<file path="src/rtl/latch_byte_serializer_pkg.sv">
`default_nettype none
// ============================================================================
// Module   : latch_byte_serializer_pkg
// Brief    : Shared state encoding and snapshot byte counts for the serializer.
// Revision : 1.0
// ============================================================================
package latch_byte_serializer_pkg;

  localparam int LEN_DATA = 8;

  // Byte counts of each pipeline latch snapshot, shared with the debug FSM
  localparam int N_BYTES_LATCH_1_2 = 8;
  localparam int N_BYTES_LATCH_2_3 = 16;
  localparam int N_BYTES_LATCH_3_4 = 16;
  localparam int N_BYTES_LATCH_4_5 = 12;

  typedef enum logic [1:0] {
    IDLE   = 2'd0,
    SEND   = 2'd1,
    WAIT   = 2'd2,
    FINISH = 2'd3
  } ser_state_t;

endpackage
`default_nettype wire

</file>
<file path="src/rtl/latch_byte_serializer.sv">
`default_nettype none
// ============================================================================
// Module   : latch_byte_serializer
// Brief    : Captures a wide snapshot and feeds it LSB-first, byte by byte, to
//            the UART transmitter using a tx_start / tx_done handshake.
// Revision : 1.0
// ============================================================================
module latch_byte_serializer #(
  parameter int N_BYTES  = 16,
  parameter int LEN_DATA = latch_byte_serializer_pkg::LEN_DATA,
  parameter int NB_CNT   = $clog2(N_BYTES + 1)
) (
  input  logic                          clk,
  input  logic                          reset,
  input  logic                          start,
  input  logic [NB_CNT-1:0]             len_bytes,
  input  logic [N_BYTES*LEN_DATA-1:0]   data_in,
  input  logic                          tx_done,
  output logic                          tx_start,
  output logic [LEN_DATA-1:0]           tx_data,
  output logic                          busy,
  output logic                          done,
  output logic [NB_CNT-1:0]             bytes_left
);

  import latch_byte_serializer_pkg::*;

  localparam logic [NB_CNT-1:0] c_max_len = NB_CNT'(N_BYTES);
  localparam logic [NB_CNT-1:0] c_one     = NB_CNT'(1);

  ser_state_t                   r_state;
  logic [N_BYTES*LEN_DATA-1:0]  r_shift;
  logic [NB_CNT-1:0]            r_bytes_left;
  logic [LEN_DATA-1:0]          r_tx_data;
  logic                         r_tx_start;
  logic                         r_busy;
  logic                         r_done;

  logic [NB_CNT-1:0]            w_len;
  logic [N_BYTES*LEN_DATA-1:0]  w_shift_next;

  assign w_len        = (len_bytes > c_max_len) ? c_max_len : len_bytes;
  assign w_shift_next = r_shift >> LEN_DATA;

  always_ff @(posedge clk or negedge reset) begin
    if (!reset) begin
      r_state      <= IDLE;
      r_shift      <= '0;
      r_bytes_left <= '0;
      r_tx_data    <= '0;
      r_tx_start   <= 1'b0;
      r_busy       <= 1'b0;
      r_done       <= 1'b0;
    end else begin
      r_tx_start <= 1'b0;
      r_done     <= 1'b0;
      case (r_state)
        IDLE: begin
          if (start) begin
            r_shift      <= data_in;
            r_bytes_left <= w_len;
            if (w_len == '0) begin
              r_state <= FINISH;
              r_done  <= 1'b1;
            end else begin
              r_state    <= SEND;
              r_tx_start <= 1'b1;
              r_busy     <= 1'b1;
              r_tx_data  <= data_in[LEN_DATA-1:0];
            end
          end
        end
        SEND: begin
          r_state <= WAIT;
        end
        WAIT: begin
          // Only a tick seen while waiting advances the transfer
          if (tx_done) begin
            r_shift <= w_shift_next;
            if (r_bytes_left != '0) begin
              r_bytes_left <= r_bytes_left - c_one;
            end
            if (r_bytes_left <= c_one) begin
              r_state <= FINISH;
              r_busy  <= 1'b0;
              r_done  <= 1'b1;
            end else begin
              r_state    <= SEND;
              r_tx_start <= 1'b1;
              r_tx_data  <= w_shift_next[LEN_DATA-1:0];
            end
          end
        end
        FINISH: begin
          r_state <= IDLE;
        end
        default: begin
          r_state <= IDLE;
          r_busy  <= 1'b0;
        end
      endcase
    end
  end

  assign tx_start   = r_tx_start;
  assign tx_data    = r_tx_data;
  assign busy       = r_busy;
  assign done       = r_done;
  assign bytes_left = r_bytes_left;

endmodule
`default_nettype wire

</file>
<file path="config.mk">
export PLATFORM = sky130hd
export DESIGN_NAME = latch_byte_serializer
export DESIGN_NICKNAME = d
export VERILOG_FILES = /design/src/rtl/latch_byte_serializer_pkg.sv /design/src/rtl/latch_byte_serializer.sv
export SDC_FILE = /design/constraint.sdc
export NUM_CORES = 1
export LEC_CHECK = 0
export BUFFER_PORTS_ARGS = -buffer_cell sky130_fd_sc_hd__buf_2
export CAP_MARGIN = 25
export CORE_MARGIN = 8
export CORE_UTILIZATION = 54
export CTS_CLUSTER_DIAMETER = 50
export DETAILED_ROUTE_END_ITERATION = 10
export HOLD_SLACK_MARGIN = 0.08
export PLACE_DENSITY = 0.86
export REMOVE_ABC_BUFFERS = 1
export SETUP_SLACK_MARGIN = 0.2
export SLEW_MARGIN = 20
export SYNTH_ARGS = -nofsm -noshare
export SYNTH_HDL_FRONTEND = slang
export SYNTH_SLANG_ARGS = --single-unit
</file>
<file path="constraint.sdc">
create_clock -name clk -period 1.8 [get_ports clk]
set_input_delay 0.18 -clock clk [delete_from_list [all_inputs] [get_ports clk]]
set_output_delay 0.18 -clock clk [all_outputs]
set_load 0.05 [all_outputs]
</file>
* Yosys cells after proc, flatten, opt, wreduce, memory -nomap -nowiden
Cells that the tools add are included.
Operators by class: add/sub/neg operators 1, multipliers 0, divide/modulo/power cells 0, order comparisons 2, equality and inequality tests 9, shifts and indexed selects 0, mux-type cells 33, bitwise gates (word level) 0, reductions and logical operators 9
Operators by type and width (count):
- $mux W128 | 2
- $pmux W128 S2 | 1
- $mux W8 | 4
- $mux W5 | 4
- $pmux W8 S2 | 1
- $mux W1 | 12
- $ne A2 B2 Y1 const B | 6
- $pmux W5 S2 | 1
- $reduce_and A5 Y1 | 2
- $mux W2 | 4
- $pmux W2 S4 | 1
- $pmux W1 S2 | 3
- $gt A5 B5 Y1 const B | 1
- $le A5 B1 Y1 const B | 1
- $logic_not A5 Y1 | 1
- $reduce_bool A5 Y1 | 1
- $sub A5 B1 Y5 const B | 1
- $eq A2 B2 Y1 const B | 2
- $reduce_and A4 Y1 | 1
- $reduce_and A3 Y1 | 1
- $eq A2 B1 Y1 const B | 1
- $logic_not A2 Y1 | 1
- $reduce_and A2 Y1 | 1
- $reduce_bool A2 Y1 | 1
Storage, ports and cells: bits in registers 146, bits in latches 0, memory bits (writable) 0, memory bits (read-only) 0, output and inout bits 16, logic and storage cells 61, memories 0

* Logic depth before layout (Yosys ltp)
Gate-level depths: netlist (run 1).
depth after elaboration 6, depth in mapped cells 8

* Worst setup path before layout (run 1)
Ideal clock, no wire load.
path kind register to register, start point reg r_bytes_left[0] (netlist: bytes_left[0]), end point reg r_tx_data[0] (netlist: tx_data[0]), library setup time 0.125 ns, arrival time 1.735 ns, required time 1.675 ns, path slack -0.059 ns, cell stages (with the launch flop) 5, buffers on the path 0, clock period less this slack 1.859 ns, cells stage by stage dfrtp_1 ha_1 o21ai_2 a32oi_4 mux2_2
Between the ends: longest elaborated chain between the ends 3
RTL lines:
- start, declared | line latch_byte_serializer.sv:33 | logic [NB_CNT-1:0] r_bytes_left;
- start signal, assigned | line latch_byte_serializer.sv:61 | r_bytes_left <= w_len;
- start signal, assigned | line latch_byte_serializer.sv:81 | r_bytes_left <= r_bytes_left - c_one;
- $le A5 B1 Y1 | line latch_byte_serializer.sv:83 | if (r_bytes_left <= c_one) begin
- $ne A2 B2 Y1 (no source line)
- $reduce_and A5 Y1 (no source line)
- end signal, assigned | line latch_byte_serializer.sv:69 | r_tx_data <= data_in[LEN_DATA-1:0];
- end signal, assigned | line latch_byte_serializer.sv:90 | r_tx_data <= w_shift_next[LEN_DATA-1:0];
- end, declared | line latch_byte_serializer.sv:34 | logic [LEN_DATA-1:0] r_tx_data;
No other way between the ends. A chain may end at the register's enable or synchronous reset.

* Final worst setup path (run 1)
start point reg r_bytes_left[1] (netlist: bytes_left[1]), end point reg r_tx_data[4] (netlist: tx_data[4])
Same word-level chain as after synthesis.

==> summary.txt, run 1 <==
Floorplanning
  • Vert. Die Dim: 126.0 µm
  • Rows: 40
  • Initial core utilization: 54.82%
  • Core area: 11910 µm²
  • Ports: 153
  • Die width: 126.0 µm
  • Die area: 15870 µm²

Synthesis
  • Register area share after synthesis: 52.88%
  • Area fraction of the dominant cell type after synthesis: 52.88%
  • Ys async rst share: 100.0%
  • Synth Warn #: 0
  • Syn Inst Count: 608
  • Yosys top cell by area: dfrtp_1
  • Post-synth EDFFs: 0
  • Synth Flop Type: dfrtp_1
  • Synthesized area: 6530 µm²
  • Synth area leaders: dfrtp_1 53%, mux2i_1 17%, nand2_1 7.9%, o21ai_0 4.6%, o21ai_1 3.8%
  • #FFs+latches synth: 138
  • Yosys cell types: 34
  • Syn_area_per_cell: 10.74 µm²

STA
  • RSZ-0062 raised after global routing: yes
  • FMAX: 604.8 MHz
  • Tcrit/Tclk final: 91.86%
  • Slew HR: 63.97%
  • Endpoints failing hold: 0
  • Finish-stage setup viols: 0
  • Setup Total Neg Slack: 0 ns
  • Max-slew violations: 0
  • Slew @ Worst Pin: 0.5404 ns
  • Final Critical Period: 1.653 ns
  • Setup ws final: 0.1465 ns
  • Worst Clk Skew: 0.006938 ns

Critical path
  • Critical Path End: tx_data[4]
  • Levels on crit path: 6
  • Critical Path Source: bytes_left[1]
  • WP buf/inv: 2
  • Worst path slowest cell: dfrtp_2
  • Worst R2R End: tx_data[4]
  • R2r setup slk: 0.15 ns
  • Crit. End Element: flip-flop
  • Max stage delay on crit path: 0.45 ns
  • Worst setup SP type: flip-flop
  • Crit path max-delay family: flip-flops
  • Worst Path Required: 2.10 ns
  • Crit Path Class: flip-flop to flip-flop
  • RR Startpoint: bytes_left[1]
  • Worst Path Max Fanout: 9
  • CP arrival: 1.96 ns
  • Critical Path, Cell by Cell: inv_2 -> ha_4 -> o21ai_4 -> a32oi_4 -> buf_12 -> mux2_2
  • R2R cell count: 6

Route
  • Via-to-Cell Ratio: 5.559
  • Residual DRC: 0
  • Post-DRT Antenna Nets: 0
  • Vias: 5826
  • DR WL/cell: 19.09 µm
  • Final wirelength: 20.01 mm
  • Initial drt markers: 537
  • Number of detailed-route iterations in the first pass: 6

Power and ir drop
  • Internal power: 10.50 mW
  • Pleak: 4.527 nW
  • Power Dens Cells: 1826 nW/µm²
  • Clock network power share: 20.6%
  • Final Power: 17.23 mW
  • Sw Pwr: 6.735 mW
  • Combinational share of power: 47.0%
  • Sw frac: 39.08%
  • Reg power frac: 32.4%
  • Max IR drop VDD: 0.9111 mV

Clock network
  • Clock latency on the worst-skew pair: 0.42 ns
  • H-tree levels: 4
  • CTS Sinks: 138
  • Clock buffer depth: 2
  • Worst-path clk slew: 0.06 ns
  • Number of buffers created by CTS: 17
  • Clock tree root buffer cell: clkbuf_16
  • Clock tree from TritonCTS: built

GRT
  • Aggregate global-route resource usage: 23.73%
  • Largest net degree at the start of global routing: 94
  • First-pass GRT wire length: 29.92 mm
  • Gr ovfl total: 0
  • Vias in the first global route: 6009
  • Initial antenna violation count: 3

Finish
  • Fill count: 708
  • Final core occ: 79.21%
  • Share of cells above drive strength 1: 28.40%
  • Most common cell after layout, fill and taps aside: buf_2
  • Area Overhead vs Synth: 44.49%
  • Nets: 1026
  • Commonest non-fill, non-tap cells in the layout: 151 x buf_2, 138 x nand2_1, 133 x dfrtp_1

Min path
  • Worst min path class: input pin to flip-flop
  • Hold wc startpoint: data_in[76]

Place
  • Placer Congestion: 0.8693
  • Placement Setup Slack: 0.01178 ns
  • DP HPWL: 10.55 mm
  • Port bufs: 152

Outcome
  • Outcome: completed

Job
  • Max Cap Viol: 0
[stage by stage]
stage | instance area [µm²] | cells | hold slack, ns
6_report | 9435 | 1048 | 0.07815
5_1_grt | 9435 | 1048 | 0.08240
4_1_cts | 9189 | 1032 | 0.08049
3_5_place_dp | 7400 | 885 | 0.1753
3_3_place_gp | 7400 | 885 | 0.1694
2_1_floorplan | 6191 | 566 | -0.1156
[power groups by stage]
stage	clock network (mW)	registers [mW]	logic [mW]
after floorplan	0	5.76	2.86
after global placement	0	5.36	6.41
after detailed placement	0	5.49	6.71
after CTS	3.57	5.47	7.14
after global routing	3.71	5.71	8.74
final	3.55	5.59	8.09
[metal layers]
layer	GRT usage, %	part of all wire [%]	wire length [µm]	up-vias
met5	0	0	0	-
met4	13.02	3.5	701	0
met3	7.553	7.1	1416	70
met2	40.75	51	10290	264
met1	25.58	38	7597	2818
li1	-	-	-	2674
[area by class of cell]
| type | instances | area, µm² | area share [%] |
|---|---|---|---|
| flip-flops and latches | 138 | 3460 | 36.67 |
| multi-input cells | 423 | 2788 | 29.55 |
| repair buffers | 300 | 2380 | 25.22 |
| clock buffers | 22 | 474.2 | 5.026 |
| well taps | 147 | 183.9 | 1.949 |
| clock inverters | 9 | 120.1 | 1.273 |
| inverters | 6 | 22.52 | 0.2387 |
| diodes | 3 | 7.507 | 0.07957 |
[cell usage after synthesis, types with 4 or more instances]
master      n
buf_4       4
nand2_1   138
buf_6      12
a22o_1      8
dfrtp_1   138
mux2_2      8
mux2i_1   112
nor2_1      9
a21oi_1     5
o21ai_2    11
inv_1       6
buf_2      10
clkbuf_1    9
buf_8       5
o21ai_0    60
o21ai_1    49
[worst min-delay path: cells and delay by family]
family          cells  cell delay [ns]
compound gates      1             0.14
buf+inv             1             0.08
mux                 1             0.05
[state kept, by name (all words and copies together), names as in the netlist]
| name | flops |
|---|---|
| r_shift | 120 |
| tx_data | 8 |
| bytes_left | 5 |
| r_state | 2 |
| busy | 1 |
| done | 1 |
| tx_start | 1 |
[kinds of logic after synthesis]
kind of cell               after synthesis  share of synthesized area (%)
and+or+nand+nor                        154                          9.312
DFF                                    138                          52.88
AOI/OAI and AO/OA                      145                          13.14
muxes                                  120                          18.55
buffers and inverters                   48                          5.537
adders and majority gates                3                         0.5749
[worst min path at each step]
stage | end | slack (ns) | depth (start not counted)
floorplan | busy | -0.12 | 0
global route | r_shift[116] | 0.08 | 3
detailed placement | r_shift[18] | 0.18 | 1
CTS | r_shift[37] | 0.08 | 3
finish | r_shift[76] | 0.08 | 3
global placement | r_shift[18] | 0.17 | 1
[what timing repair did]
| item | 4_1_cts | 5_1_grt |
|---|---|---|
| pin swaps | 3 | 2 |
| hold endpoints to repair | 162 | 0 |
| cloned | 0 | 6 |
| hold buffers | 111 | 0 |
| setup buffers | 5 | 7 |
| resized for setup | 10 | 18 |
| setup endpoints to repair | 91 | 45 |
Power figures use the tool's default switching activity.
==> run 2: changes to the inputs <==
Settings changed: ABC_AREA set to 1, CORE_UTILIZATION 54 to 49, PLACE_DENSITY 0.86 to 0.82.
Clock period 1.8 ns to 1.5 ns, I/O delays scaled along.
==> run 2 against run 1 <==
Against the previous run: the run now ends with setup timing left; global-route usage decreased by 1.3 points; flip-flop and latch count unchanged; sequential power increased by 9.8%; non-clock buffer count increased by 16; first-iteration DRC count decreased by 17%; highest routed layer unchanged; sequential share of layout area decreased by 2.4 points; clock skew increased by 0.0065 ns; die area increased by 13%; routed wire length increased by 6.6%; critical path depth increased by 1; synthesized area increased by 3.9%.
==> summary.txt, run 2 <==
Outcome
  • Outcome: complete, but fails checks
  • Failing checks: setup timing

GRT
  • First-pass GRT wire length: 32.42 mm (+8.4%)
  • Gr ovfl total: 0 (unchanged)
  • Vias in the first global route: 6816 (+13%)
  • Aggregate global-route resource usage: 22.47% (-1.3 points)
  • Initial antenna violation count: 2 (-1)
  • Largest net degree at the start of global routing: 102 (+8.5%)

Power and ir drop
  • Reg power frac: 30.3% (-2.1 points)
  • Clock network power share: 18.6% (-2.0 points)
  • Internal power: 11.94 mW (+14%)
  • Pleak: 5.118 nW (+13%)
  • Sw frac: 41.03% (+1.9 points)
  • Max IR drop VDD: 1.031 mV (+13%)
  • Combinational share of power: 51.0% (+4.0 points)
  • Sw Pwr: 8.306 mW (+23%)
  • Power Dens Cells: 2008 nW/µm² (+9.9%)

Critical path
  • CP arrival: 1.85 ns (-0.11 ns)
  • Worst setup SP type: flip-flop
  • Crit Path Class: flip-flop to flip-flop
  • Crit. End Element: flip-flop
  • Worst Path Required: 1.83 ns (-0.27 ns)
  • Worst Path Max Fanout: 24 (+15)

Finish
  • Commonest non-fill, non-tap cells in the layout: 265 x nand2_1, 146 x buf_2, 136 x dfrtp_1
  • Share of cells above drive strength 1: 23.07% (-5.3 points)
  • Most common cell after layout, fill and taps aside: nand2_1
  • Reg with most FFs: r_shift
  • Finished Cell Area: 10080 µm² (+6.9%)
  • Nets: 1323 (+29%)
  • Area Overhead vs Synth: 48.62%
  • Largest register FFs: 120 (unchanged)
  • Final core occ: 73.49% (-5.7 points)
  • Fill count: 894 (+26%)

Synthesis
  • Yosys cell types: 18 (-47%)
  • Ys async rst share: 100.0% (unchanged)
  • Synth Warn #: 0 (unchanged)
  • Syn Inst Count: 899 (+48%)
  • Yosys top cell by area: dfrtp_1
  • Register area share after synthesis: 50.90% (-2.0 points)
  • Synthesized area: 6784 µm² (+3.9%)
  • Synth area leaders: dfrtp_1 51%, nand2_1 16%, o21ai_0 9.7%, o21ai_1 8.7%, inv_1 7.4%
  • Synth Flop Type: dfrtp_1
  • Area fraction of the dominant cell type after synthesis: 50.90% (-2.0 points)
  • Post-Synth Simple-Gate Area: 18.17% (+8.9 points)
  • Most numerous cell in the Yosys netlist: nand2_1
  • Synth cell count leaders: 284 x nand2_1, 138 x dfrtp_1, 134 x inv_1, 131 x o21ai_0, 118 x o21ai_1
  • Post-synthesis xor/xnor area fraction: 0.1291% (+0.13 points)
  • Mux cell area share after synthesis: 0% (-19 points)
  • Post-Synth Adder-Cell Area: 0.5533% (-0.022 points)
  • Post-synth EDFFs: 0 (unchanged)
  • Syn_area_per_cell: 7.546 µm² (-30%)
  • #FFs+latches synth: 138 (unchanged)
  • Combinational family with the most area after synthesis: compound AO/OA/AOI/OAI gates
  • Compound-Gate Fraction of Synth Area: 18.79% (+5.6 points)

STA
  • Endpoints failing hold: 0 (unchanged)
  • Slew HR: 71.79% (+7.8 points)
  • Tcrit/Tclk final: 101.3% (+9.4 points)
  • Setup Total Neg Slack: -0.02078 ns (-0.02078 ns)
  • Setup ws final: -0.01882 ns (-0.1653 ns)
  • Slew @ Worst Pin: 0.4216 ns (-0.1189 ns)
  • FMAX: 658.4 MHz (+8.9%)
  • RSZ-0062 raised after global routing: yes
  • Max-slew violations: 0 (unchanged)
  • Final Critical Period: 1.519 ns (-0.1347 ns)
  • Finish-stage setup viols: 2 (+2)
  • Worst Clk Skew: 0.01346 ns (+0.006524 ns)

Route
  • Vias: 7039 (+21%)
  • Post-DRT Antenna Nets: 0 (unchanged)
  • Initial drt markers: 447 (-17%)
  • Number of detailed-route iterations in the first pass: 5 (-1)
  • DR WL/cell: 15.52 µm (-19%)
  • Via-to-Cell Ratio: 5.123 (-7.8%)
  • Final wirelength: 21.33 mm (+6.6%)
  • Residual DRC: 0 (unchanged)

Clock network
  • Number of buffers created by CTS: 17 (unchanged)
  • H-tree levels: 4 (unchanged)
  • Clock tree from TritonCTS: built
  • Clock buffer depth: 2 (unchanged)
  • CTS Sinks: 138 (unchanged)
  • Worst-path clk slew: 0.05 ns (about the same)
  • Clock latency on the worst-skew pair: 0.42 ns (about the same)
  • Clock tree root buffer cell: clkbuf_16

Place
  • Port bufs: 152 (unchanged)
  • Area after DPL: 7953 µm² (+7.5%)
  • DP HPWL: 11.21 mm (+6.2%)
  • Placer Congestion: 0.7884 (-9.3%)

Floorplanning
  • Initial core utilization: 49.45% (-5.4 points)
  • Die area: 17870 µm² (+13%)
  • Ports: 153 (unchanged)
  • Rows: 43 (+7.5%)
  • Core area: 13720 µm² (+15%)
  • Die width: 133.7 µm (+6.1%)
  • Vert. Die Dim: 133.7 µm (+6.1%)

Min path
  • Worst min path class: input pin to flip-flop

Job
  • Max Cap Viol: 0 (unchanged)
-- run 2: changes by cell type in the layout (fill, tap and decap cells not counted), moves of 17 or more --
cell / before / now
nand2_1: 138 / 265
o21ai_0: 56 / 118
nand3_1: 0 / 17
nand2_2: 0 / 20
o21ai_1: 53 / 124
inv_1: 5 / 130
mux2i_1: 111 / 0
-- run 2: worst paths after layout --
check | from | end | slack, ns | cells after the start
min in group asynchronous | reset | bytes_left[2] | 0.21 | 2
worst min-delay path | data_in[78] | r_shift[78] | 0.09 | 5
max in group asynchronous | reset | busy | 0.66 | 3
worst max-delay path | r_state[0] | r_shift[100] | -0.02 | 7
worst min register to register | r_shift[40] | r_shift[40] | 0.51 | 2
worst max register to register | r_state[0] | r_shift[100] | -0.02 | 7
-- run 2: cell families after synthesis --
kind of cell,Yosys count
buf+inv,187
xor+xnor,1
simple gates,318
flops,138
fa+ha+maj,3
compound gates,252
-- run 2: timing repair --
item | in CTS | in global routing
resized for setup | 16 | 62
gates cloned | 2 | 5
hold endpoints to repair | 247 | 0
hold buffers | 110 | 0
endpoints found under the setup margin | 138 | 142
pin swaps | 2 | 3
buffers inserted | 9 | 8
-- run 2: area by class of cell --
cell class              count  area, µm²  share of cell area, %
clock buffers              25      505.5                  5.014
well taps                 180      225.2                  2.234
multi-input cells         575       2700                  26.78
inverters                 135      506.7                  5.026
diodes                      2      5.005                0.04964
clock inverters             3      15.01                 0.1489
flip-flops and latches    138       3456                  34.28
repair buffers            316       2669                  26.47
-- run 2: critical path, cell delays in order, from the launching register on --
cell	delay [ns]
dfrtp_1	0.41
inv_2	0.13
nand2_8	0.09
o21ai_4	0.24
buf_12	0.19
buf_12	0.16
nand2_1	0.08
o21ai_1	0.11
-- run 2: per-layer routing --
layer	up-vias	global-route usage [%]	part of all wire (%)
met2	311	37.50	50
met5	-	0	0
met4	0	8.546	2.8
li1	3395	-	-
met3	51	7.229	7.2
met1	3282	26.43	40
-- run 2: power by group through the flow --
stage	Combinational [mW]	Sequential, mW	Clock (mW)
2_1_floorplan	4.45	6.63	0
3_5_place_dp	8.27	6.13	0
6_report	10.3	6.14	3.77
3_3_place_gp	7.99	6.03	0
5_1_grt	11.4	6.28	3.98
4_1_cts	9.06	6.09	3.79
-- run 2: per-stage QoR --
stage / instances / total power [mW] / hold WS (ns) / setup WS, ns
after floorplan: 847 / 11.07 / -0.1456 / -4.503
after global placement: 1210 / 14.02 / 0.07444 / 0.06713
after detailed placement: 1210 / 14.39 / 0.07882 / 0.01004
after CTS: 1359 / 18.95 / 0.08009 / 0.04408
after global routing: 1374 / 21.67 / 0.1037 / -0.07163
final: 1374 / 20.25 / 0.08540 / -0.01882
